`src/rtl/dmem_dump_reader_pkg.sv`:
```
// rtl/dmem_dump_reader_pkg.sv - shared state encoding and constants for the dump reader
package dmem_dump_reader_pkg;

  typedef enum logic [2:0] {
    S_IDLE = 3'd0,
    S_READ = 3'd1,
    S_WAIT = 3'd2,
    S_SEND = 3'd3,
    S_DONE = 3'd4
  } state_t;

  localparam int BYTES_PER_WORD = 4;

endpackage

```
`src/rtl/dmem_dump_reader_if.sv`:
```
// rtl/dmem_dump_reader_if.sv - data-memory read port and byte stream bundle
interface dmem_dump_reader_if #(
  parameter int ADDR_W = 10
);

  logic              mem_rd_en;
  logic [ADDR_W-1:0] mem_addr;
  logic [31:0]       mem_rdata;
  logic [7:0]        out_byte;
  logic              out_valid;
  logic              out_ready;

  // The dump reader drives the memory request and the byte stream
  modport master (
    output mem_rd_en,
    output mem_addr,
    input  mem_rdata,
    output out_byte,
    output out_valid,
    input  out_ready
  );

  // Memory and byte sink side
  modport slave (
    input  mem_rd_en,
    input  mem_addr,
    output mem_rdata,
    input  out_byte,
    input  out_valid,
    output out_ready
  );

endinterface

```
`src/rtl/dmem_dump_reader.sv`:
```
// rtl/dmem_dump_reader.sv - reads a run of memory words and streams them MSB byte first
module dmem_dump_reader
  import dmem_dump_reader_pkg::*;
#(
  parameter int ADDR_W = 10,
  parameter int DATA_W = 32,
  parameter int CNT_W  = 8
) (
  input  logic              clk,
  input  logic              reset,
  input  logic              start,
  input  logic [ADDR_W-1:0] base_addr,
  input  logic [CNT_W-1:0]  word_count,
  output logic              busy,
  output logic              done,
  dmem_dump_reader_if.master bus
);

  state_t            state;
  state_t            state_nx;
  logic [ADDR_W-1:0] cur_addr;
  logic [CNT_W-1:0]  remaining;
  logic [DATA_W-1:0] shift;
  logic [1:0]        byte_idx;
  logic              handshake;
  logic              last_byte;

  assign handshake = (state == S_SEND) && bus.out_ready;
  assign last_byte = (byte_idx == 2'(BYTES_PER_WORD - 1));

  // State register
  always_ff @(posedge clk) begin
    if (!reset) begin
      state <= S_IDLE;
    end else begin
      state <= state_nx;
    end
  end

  // Address, word count, byte index and shift register; address wraps naturally
  always_ff @(posedge clk) begin
    if (!reset) begin
      cur_addr  <= '0;
      remaining <= '0;
      shift     <= '0;
      byte_idx  <= '0;
    end else begin
      case (state)
        S_IDLE: begin
          if (start && (word_count != '0)) begin
            cur_addr  <= base_addr;
            remaining <= word_count;
          end
        end
        S_WAIT: begin
          shift    <= bus.mem_rdata;
          byte_idx <= '0;
        end
        S_SEND: begin
          if (handshake) begin
            shift    <= {shift[DATA_W-9:0], 8'h00};
            byte_idx <= byte_idx + 2'd1;
            if (last_byte) begin
              remaining <= remaining - 1'b1;
              cur_addr  <= cur_addr + 1'b1;
            end
          end
        end
        default: ;
      endcase
    end
  end

  // Next-state and Moore outputs; every output is zero in IDLE so reset clears them
  always_comb begin
    state_nx      = state;
    busy          = 1'b0;
    done          = 1'b0;
    bus.mem_rd_en = 1'b0;
    bus.mem_addr  = '0;
    bus.out_valid = 1'b0;
    bus.out_byte  = 8'h00;
    case (state)
      S_IDLE: begin
        if (start) begin
          state_nx = (word_count != '0) ? S_READ : S_DONE;
        end
      end
      S_READ: begin
        busy          = 1'b1;
        bus.mem_rd_en = 1'b1;
        bus.mem_addr  = cur_addr;
        state_nx      = S_WAIT;
      end
      S_WAIT: begin
        busy     = 1'b1;
        state_nx = S_SEND;
      end
      S_SEND: begin
        busy          = 1'b1;
        bus.out_valid = 1'b1;
        bus.out_byte  = shift[DATA_W-1:DATA_W-8];
        if (handshake && last_byte) begin
          state_nx = (remaining == CNT_W'(1)) ? S_DONE : S_READ;
        end
      end
      S_DONE: begin
        busy     = 1'b1;
        done     = 1'b1;
        state_nx = S_IDLE;
      end
      default: state_nx = S_IDLE;
    endcase
  end

endmodule
```
`src/flat_wrapper.sv`:
```
// flat-port wrapper written by rule: the top's interface ports become plain ports
module dmem_dump_reader_flat import dmem_dump_reader_pkg::*;
#(
  parameter int ADDR_W = 10,
  parameter int DATA_W = 32,
  parameter int CNT_W  = 8
)
  (clk, reset, start, base_addr, word_count, busy, done, bus_mem_rd_en, bus_mem_addr, bus_mem_rdata, bus_out_byte, bus_out_valid, bus_out_ready);
  dmem_dump_reader_if #(.ADDR_W(ADDR_W)) bus_i ();
  input  logic clk;
  input  logic reset;
  input  logic start;
  input  logic [ADDR_W-1:0] base_addr;
  input  logic [CNT_W-1:0] word_count;
  output logic busy;
  output logic done;
  output wire logic [$bits(bus_i.mem_rd_en)-1:0] bus_mem_rd_en;
  output wire logic [$bits(bus_i.mem_addr)-1:0] bus_mem_addr;
  input wire logic [$bits(bus_i.mem_rdata)-1:0] bus_mem_rdata;
  output wire logic [$bits(bus_i.out_byte)-1:0] bus_out_byte;
  output wire logic [$bits(bus_i.out_valid)-1:0] bus_out_valid;
  input wire logic [$bits(bus_i.out_ready)-1:0] bus_out_ready;
  assign bus_mem_rd_en = bus_i.mem_rd_en;
  assign bus_mem_addr = bus_i.mem_addr;
  assign bus_i.mem_rdata = bus_mem_rdata;
  assign bus_out_byte = bus_i.out_byte;
  assign bus_out_valid = bus_i.out_valid;
  assign bus_i.out_ready = bus_out_ready;
  dmem_dump_reader #(.ADDR_W(ADDR_W), .DATA_W(DATA_W), .CNT_W(CNT_W)) u_core (.clk(clk), .reset(reset), .start(start), .base_addr(base_addr), .word_count(word_count), .busy(busy), .done(done), .bus(bus_i));
endmodule
```
`config.mk`:
```
export PLATFORM = sky130hd
export DESIGN_NAME = dmem_dump_reader_flat
export DESIGN_NICKNAME = d
export VERILOG_FILES = /design/src/rtl/dmem_dump_reader_pkg.sv /design/src/rtl/dmem_dump_reader_if.sv /design/src/rtl/dmem_dump_reader.sv /design/src/flat_wrapper.sv
export SDC_FILE = /design/constraint.sdc
export NUM_CORES = 1
export LEC_CHECK = 0
export CAP_MARGIN = 25
export CORE_MARGIN = 1.5
export CORE_UTILIZATION = 39
export DETAILED_ROUTE_END_ITERATION = 6
export HOLD_SLACK_MARGIN = 0.02
export PLACE_DENSITY_LB_ADDON = 0.15
export SETUP_SLACK_MARGIN = 0.5
export SYNTH_ARGS = -nofsm -noshare
export SYNTH_HDL_FRONTEND = slang
export SYNTH_SLANG_ARGS = --single-unit
```
`constraint.sdc`:
```
create_clock -name clk -period 2.3 [get_ports clk]
set_clock_uncertainty 0.15 [all_clocks]
set_input_delay 0.46 -clock clk [delete_from_list [all_inputs] [get_ports clk]]
set_output_delay 0.46 -clock clk [all_outputs]
set_load 0.01 [all_outputs]
```
==> results of run 1 <==
==> layout by cell type (no fill, tap or decap), types with 5 or more instances in the layout <==
cell type and n:
nand2_1 73, buf_6 52, dfxtp_1 52, clkdlybuf4s50_1 44
buf_4 25, nor2_4 23, nor2_1 21, and2_4 18
a311oi_2 18, a21oi_2 14, buf_12 11, a21oi_1 10
a22oi_2 10, o32ai_2 10, buf_16 9, a311oi_1 8
nor3_1 6, inv_1 5, and3_1 5, a31oi_1 5
clkbuf_8 5
==> synthesized netlist by cell type, types with 2 or more instances <==
library cell   n  share of area, %
ha_1           4               1.7
nand3_1        5              0.84
o221a_2        4               1.5
a21oi_1       25               4.2
or4_4          2              0.76
nand2_1       74               9.4
inv_1          8               1.0
a31oi_1        5               1.1
and3_1         7               1.5
nor2_1        47               6.0
and4_1         2              0.59
o32ai_1        9               2.7
nand3b_1       2              0.51
a22oi_1       13               3.3
nor3_1         9               1.5
buf_1          2              0.25
clkbuf_1      17               2.2
nor3b_1        4               1.0
o32ai_2        3               1.6
and2_1        19               4.0
buf_2         10               1.7
a311oi_1      26               7.7
dfxtp_1       55                37
==> worst max path at each step <==
stage | end | slack (ps) | cells past startpoint
4_1_cts | bus_out_byte[3] | 260 | 6
5_1_grt | bus_out_byte[5] | 180 | 6
2_1_floorplan | u_core.cur_addr[7]$_SDFFE_PN0P_ | 340 | 5
3_5_place_dp | u_core.remaining[0]$_SDFFE_PN0P_ | -240 | 5
3_3_place_gp | u_core.cur_addr[0]$_SDFFE_PN0P_ | -210 | 5
6_report | bus_out_byte[0] | 220 | 6
==> where the power goes <==
part	leakage (uW)	total (uW)	internal, uW	switching (uW)
clock	0.0000454	566	220	346
sequential	0.000452	1260	1100	156
combinational	0.00165	1890	1030	854
total	0.00215	3710	2350	1360
==> logic make-up (layout without fill, tap and decap cells) <==
logic type | count (synthesis) | count (layout) | share of synthesized area (%)
compound gates | 97 | 99 | 26.2
xor+xnor | 1 | 1 | 0.296
fa+ha+maj | 4 | 4 | 1.69
buf+inv | 39 | 170 | 6.17
flops | 55 | 55 | 37.2
mux | 2 | 2 | 0.718
simple gates | 177 | 178 | 27.8
==> worst max-delay path: stages (launching register included) <==
cell        delay (ps)
dfxtp_2            370
nand3b_1           140
buf_6              130
clkinvlp_4         110
buf_6              130
and2_4             150
buf_6              110
==> sequential cells by signal, summed over array words and instances (netlist names) <==
signal and cells:
u_core.byte_idx 2, u_core.cur_addr 10, u_core.remaining 8, u_core.shift 32, u_core.state 3
==> area by class of cell <==
class                           count  area, um2
Multi-Input combinational cell    284       2350
Timing Repair Buffer              153       1850
Fill cell                         507       1730
Sequential cell                    55       1110
Tap cell                           99        124
Clock buffer                        6       72.6
Inverter                            8       33.8
Clock inverter                      2       17.5
Timing Repair inverter              1       7.51
==> timing repair <==
item / in CTS / in global routing
buffers inserted: 28 / 14
setup endpoints to repair: 75 / 74
pin swaps: 36 / 45
gates cloned: 14 / 2
resized for setup: 227 / 117
==> per-layer routing <==
layer / GRT usage [%] / up-vias
met1: 33.7 / 1787
met5: 0 / -
met4: 10.3 / 0
met3: 3.89 / 48
met2: 43.1 / 222
li1: - / 1639
==> metrics by stage <==
stage | setup slack [ps] | hold slack [ps]
floorplan | 340 | 290
global placement | -208 | 308
detailed placement | -235 | 310
CTS | 264 | 327
global route | 183 | 350
finish | 224 | 345
==> results.md, run 1 <==
* CTS sink count at 55
* Gate count after technology mapping at around 380
* Setup Viol. Count Final at 0
* Post-synth ARST share at 0%
* CTS buffer count at 5
* GRT Util Overall at 25.9%
* Startpoint Class: flip-flop
* Placeable Area at 7290 um2
* Clk root buf: clkbuf_8
* TritonCTS clock tree: done
* Clock Latency Late Sink at 320 ps
* Vias in the first global route at ~3300
* Largest net degree at the start of global routing at 60
* Hold Path Depth at 2
* Critical Path Source: u_core.state[2]$_SDFFE_PN0P_
* Chip width at roughly 90 um
* Max Transition Viols Final at 0
* Initial Util at 40.6%
* Global route overflow at 0
* Top layer in use: met4
* Total power at 3710 uW
* Via/cell ratio at 6.08
* Hold Startpoint: u_core.shift[2]$_SDFFE_PN0P_
* Total routed wirelength at 12.7 mm
* DP Wirelength at around 5.3 mm
* Post-CTS Hold Buffers at 0
* Fmax at between 400 and 500 MHz
* RSZ-0062 raised after global routing: true
* Via count at roughly 3700
* Share of cells above drive strength 1 at about half
* Worst min-delay path category: reg2reg
* Result of the run: complete, no violations
* Nets at about 570
* Number of synthesized flops with an enable pin at 0
* Final Core Density at approximately three quarters
* CP required at about 1700 ps
* R2R depth at 9
* Fin area at ~5600 um2
* Synth unique cells at 46
* Critical path capture point type: output port
* Placed inst area at 3910 um2
* Max clock buf depth at 2
* Antenna Nets Post-Route at 0
* Worst Max-Slew Pin Slew at just under 400 ps
* Initial antenna violation count at 0
* Drc violations at 0
* Relative slew slack at around 74%
* RR Startpoint: u_core.state[2]$_SDFFE_PN0P_
* Worst EP arrival at approximately 1500 ps
* Period utilisation layout at between 90 and 100%
* Cell Count Post-Placement at approximately 540
* R2R Path End: u_core.shift[14]$_SDFFE_PN0P_
* DIE AREA at ~8100 um2
* Yosys Warn Count at 0
* Setup TNS at 0 ps
* I/O Buffers at between 70 and 80
* Syn avg cell area at 7.90 um2
* Core Rows at 31
* Area Growth Syn to Fin at 87.6%
* P_leak at 0.00215 uW
* Min Tclk post-route at ~2100 ps
* Die Y at between 90 and 100 um
* Pwr per Cell Area at around 670 nW/um2
* Synthesized Nets at about 430
* IO Count at 76
* CP Max Fanout at 3
* Inserted Diodes at 0
* Routability Congestion at between 0.7 and 0.8
* H-tree Lvls at 2
* MaxCap Viol Count at 0
* Final Hold Fails at 0
* WHS Endpoint: u_core.shift[10]$_SDFFE_PN0P_
* Synth Cell Area at between 2000 and 3000 um2
* M1 WL at between 5 and 6 mm
* Worst vdd ir at 0.000393 V
* Sequential share of the synthesized area at 37.2%
* Setup CP Type: reg2out
* Synth Flop Type: dfxtp_1
* Clk slew on worst S/H paths at about 100 ps
* WL/cell at approximately 21 um
* Iter 0 DRT Violations at between 300 and 400
* Global-route wire length before repair at about 17 mm
* Met3 WL post-DR at between 800 and 900 um
* WL met2 at 6.26 mm
* Reg2reg setup slack at between 200 and 300 ps
* TritonRoute pass-1 iters at 5
* Synthesis-stage register bit count at between 50 and 60
* Non-filler cells, final at 608
(Power assumes the default switching activity.)
==> run 2: changes to the inputs <==
--- a/config.mk
+++ b/config.mk
@@ -10,6 +10,7 @@
 export CORE_UTILIZATION = 39
 export DETAILED_ROUTE_END_ITERATION = 6
 export HOLD_SLACK_MARGIN = 0.02
+export MAX_ROUTING_LAYER = met4
 export PLACE_DENSITY_LB_ADDON = 0.15
 export SETUP_SLACK_MARGIN = 0.5
 export SYNTH_ARGS = -nofsm -noshare
==> run 2 against run 1 <==
Net effect: flip-flop and latch count unchanged; critical endpoint unchanged; combinational power about the same; global-route usage up 0.86 points; via count down 0.35%; core utilization up 0.22 points; sequential power about the same; worst setup slack worse by 2.8 ps; largest cell class unchanged; die area unchanged; critical path type unchanged; non-clock buffer count unchanged; highest routed layer unchanged.
==> results.md, run 2 (same netlist as run 1, synthesis figures left out) <==
* Result of the run: complete, no violations
* Most common cell after layout, fill and taps aside: nand2_1
* Worst EP arrival at 1470 ps (about the same)
* Vias in the first global route at 3342 (-0.030%)
* Hold_ws at 343 ps (-1.96 ps)
* Clk slew on worst S/H paths at 100 ps (about the same)
* H-tree Lvls at 2 (unchanged)
* Iter 0 DRT Violations at 372 (+3.3%)
* Via/cell ratio at 6.06 (-0.35%)
* RSZ-0062 raised after global routing: true
* CTS buffer count at 5 (unchanged)
* Via count at 3683 (-0.35%)
* Setup Viol. Count Final at 0 (unchanged)
* DP Wirelength at 5.32 mm (unchanged)
* Final Hold Fails at 0 (unchanged)
* Max clock buf depth at 2 (unchanged)
* Setup TNS at 0 ps (unchanged)
* CTS sink count at 55 (unchanged)
* MaxCap Viol Count at 0 (unchanged)
* Largest net degree at the start of global routing at 60 (unchanged)
* Total power at 3720 uW (+0.29%)
* Most frequent cells in the layout: nand2_1, buf_6, dfxtp_1, clkdlybuf4s50_1, buf_4
* Routability Congestion at 0.786 (+1.4%)
* WL/cell at 21.0 um (+0.72%)
* Min Tclk post-route at 2080 ps (+2.85 ps)
* Worst min-delay path category: reg2reg
* Inserted Diodes at 0 (unchanged)
* CP Max Fanout at 3 (unchanged)
* Nets at 566 (unchanged)
* TritonRoute pass-1 iters at 6 (+1)
* Chip width at 90.2 um (unchanged)
* TritonCTS clock tree: done
* I/O Buffers at 75 (unchanged)
* Total routed wirelength at 12.8 mm (+0.72%)
* Share of cells above drive strength 1 at 48.5% (unchanged)
* Relative slew slack at 74.5% (+0.34 points)
* Fill cell count at 504 (-0.59%)
* Pwr per Cell Area at 667 nW/um2 (about the same)
* Power share of the combinational group at 51.0% (about the same)
* Max reg flops at 32 (unchanged)
* Switching Fraction at 36.7% (+0.10 points)
* DIE AREA at 8130 um2 (unchanged)
* Setup WS pre-CTS at -235 ps (unchanged)
* Largest registers: u_core.shift (32), u_core.cur_addr (10), u_core.remaining (8)
* Initial Util at 40.6% (unchanged)
* Die Y at 90.2 um (unchanged)
* Global route overflow at 0 (unchanged)
* Fmax at 481 MHz (-0.14%)
* Drc violations at 0 (unchanged)
* P_leak at 0.00215 uW (+0.11%)
* Area Growth Syn to Fin at 88.2%
* Setup CP Type: reg2out
* Clock Latency Late Sink at 320 ps (about the same)
* Largest Register: u_core.shift
* GRT Util Overall at 26.8% (+0.86 points)
* Final Core Density at 76.5% (+0.22 points)
* Psw at 1360 uW (+0.57%)
* Clock power frac at 15.3% (about the same)
* IO Count at 76 (unchanged)
* Post-CTS Hold Buffers at 0 (unchanged)
* Startpoint Class: flip-flop
* Slack of the critical path at 221 ps (-2.85 ps)
* Sequential share of power at 33.8% (about the same)
* Max Transition Viols Final at 0 (unchanged)
* Worst Max-Slew Pin Slew at 381 ps (-5.11 ps)
* Worst vdd ir at 0.000396 V (+0.94%)
* Antenna Nets Post-Route at 0 (unchanged)
* Critical path capture point type: output port
* Cell-internal power at 2350 uW (+0.12%)
* Placeable Area at 7290 um2 (unchanged)
* Core Rows at 31 (unchanged)
* Initial antenna violation count at 0 (unchanged)
* CP required at 1690 ps (about the same)
* Period utilisation layout at 90.4% (+0.12 points)
* Clk root buf: clkbuf_8
* Global-route wire length before repair at 17.1 mm (+0.16%)
## run 2: cell counts in the layout (fill, tap and decap cells not counted)
No cell type changed its count.
## run 2: critical path, cell delays in order (launching register included)
cell,delay (ps)
dfxtp_2,370
nand3b_1,140
buf_6,130
clkinvlp_4,110
buf_6,130
and2_4,150
buf_6,110
## run 2: worst paths after layout
path | start | to | slack, ps | cells after the start
hold / removal | u_core.shift[2]$_SDFFE_PN0P_ | u_core.shift[10]$_SDFFE_PN0P_ | 340 | 2
setup / recovery | u_core.state[2]$_SDFFE_PN0P_ | bus_out_byte[0] | 220 | 6
hold reg to reg | u_core.shift[2]$_SDFFE_PN0P_ | u_core.shift[10]$_SDFFE_PN0P_ | 340 | 2
setup reg to reg | u_core.state[2]$_SDFFE_PN0P_ | u_core.shift[14]$_SDFFE_PN0P_ | 240 | 9
## run 2: power by group through the flow
| stage | Combinational (uW) | Clock [uW] | Sequential [uW] |
|---|---|---|---|
| 2_1_floorplan | 579 | 0 | 1180 |
| 3_3_place_gp | 862 | 0 | 1210 |
| 3_5_place_dp | 876 | 0 | 1220 |
| 4_1_cts | 1450 | 556 | 1220 |
| 5_1_grt | 1980 | 605 | 1270 |
| 6_report | 1890 | 567 | 1260 |
## run 2: per-stage QoR
step                      cells  cell area, um2
final                       608            5580
after global routing        608            5580
after CTS                   592            4860
after detailed placement    542            3910
after global placement      542            3910
after floorplan             375            2970
## run 2: timing repair
item                       in CTS  in global routing
cloned                         14                  2
setup buffers                  28                 14
gates resized for setup       227                119
setup endpoints to repair      75                 74
pin swaps                      36                 44
## run 2: per-layer routing
metal | share of wire, % | wire [um] | up-vias | global-route usage [%]
li1 | - | - | 1640 | -
met1 | 40 | 5120 | 1767 | 34.0
met2 | 49 | 6260 | 227 | 42.9
met3 | 7.0 | 896 | 49 | 3.89
met4 | 3.8 | 487 | 0 | 10.6
met5 | 0 | 0 | - | -
## run 2: layout make-up
cell class / instances / area, um2 / share of cell area, %
multi-input cells: 284 / 2360 / 42.4
flip-flops and latches: 55 / 1110 / 19.9
clock buffers: 6 / 72.6 / 1.30
repair buffers: 153 / 1850 / 33.2
clock inverters: 2 / 17.5 / 0.314
repair inverters: 1 / 7.51 / 0.135
well taps: 99 / 124 / 2.22
inverters: 8 / 33.8 / 0.606
==> run 3: changes to the inputs <==
--- a/config.mk
+++ b/config.mk
@@ -5,7 +5,6 @@
 export SDC_FILE = /design/constraint.sdc
 export NUM_CORES = 1
 export LEC_CHECK = 0
-export CAP_MARGIN = 25
 export CORE_MARGIN = 1.5
 export CORE_UTILIZATION = 39
 export DETAILED_ROUTE_END_ITERATION = 6
==> results of run 3 <==
Same layout as run 2: the final DEF is identical, and so are final timing and power.
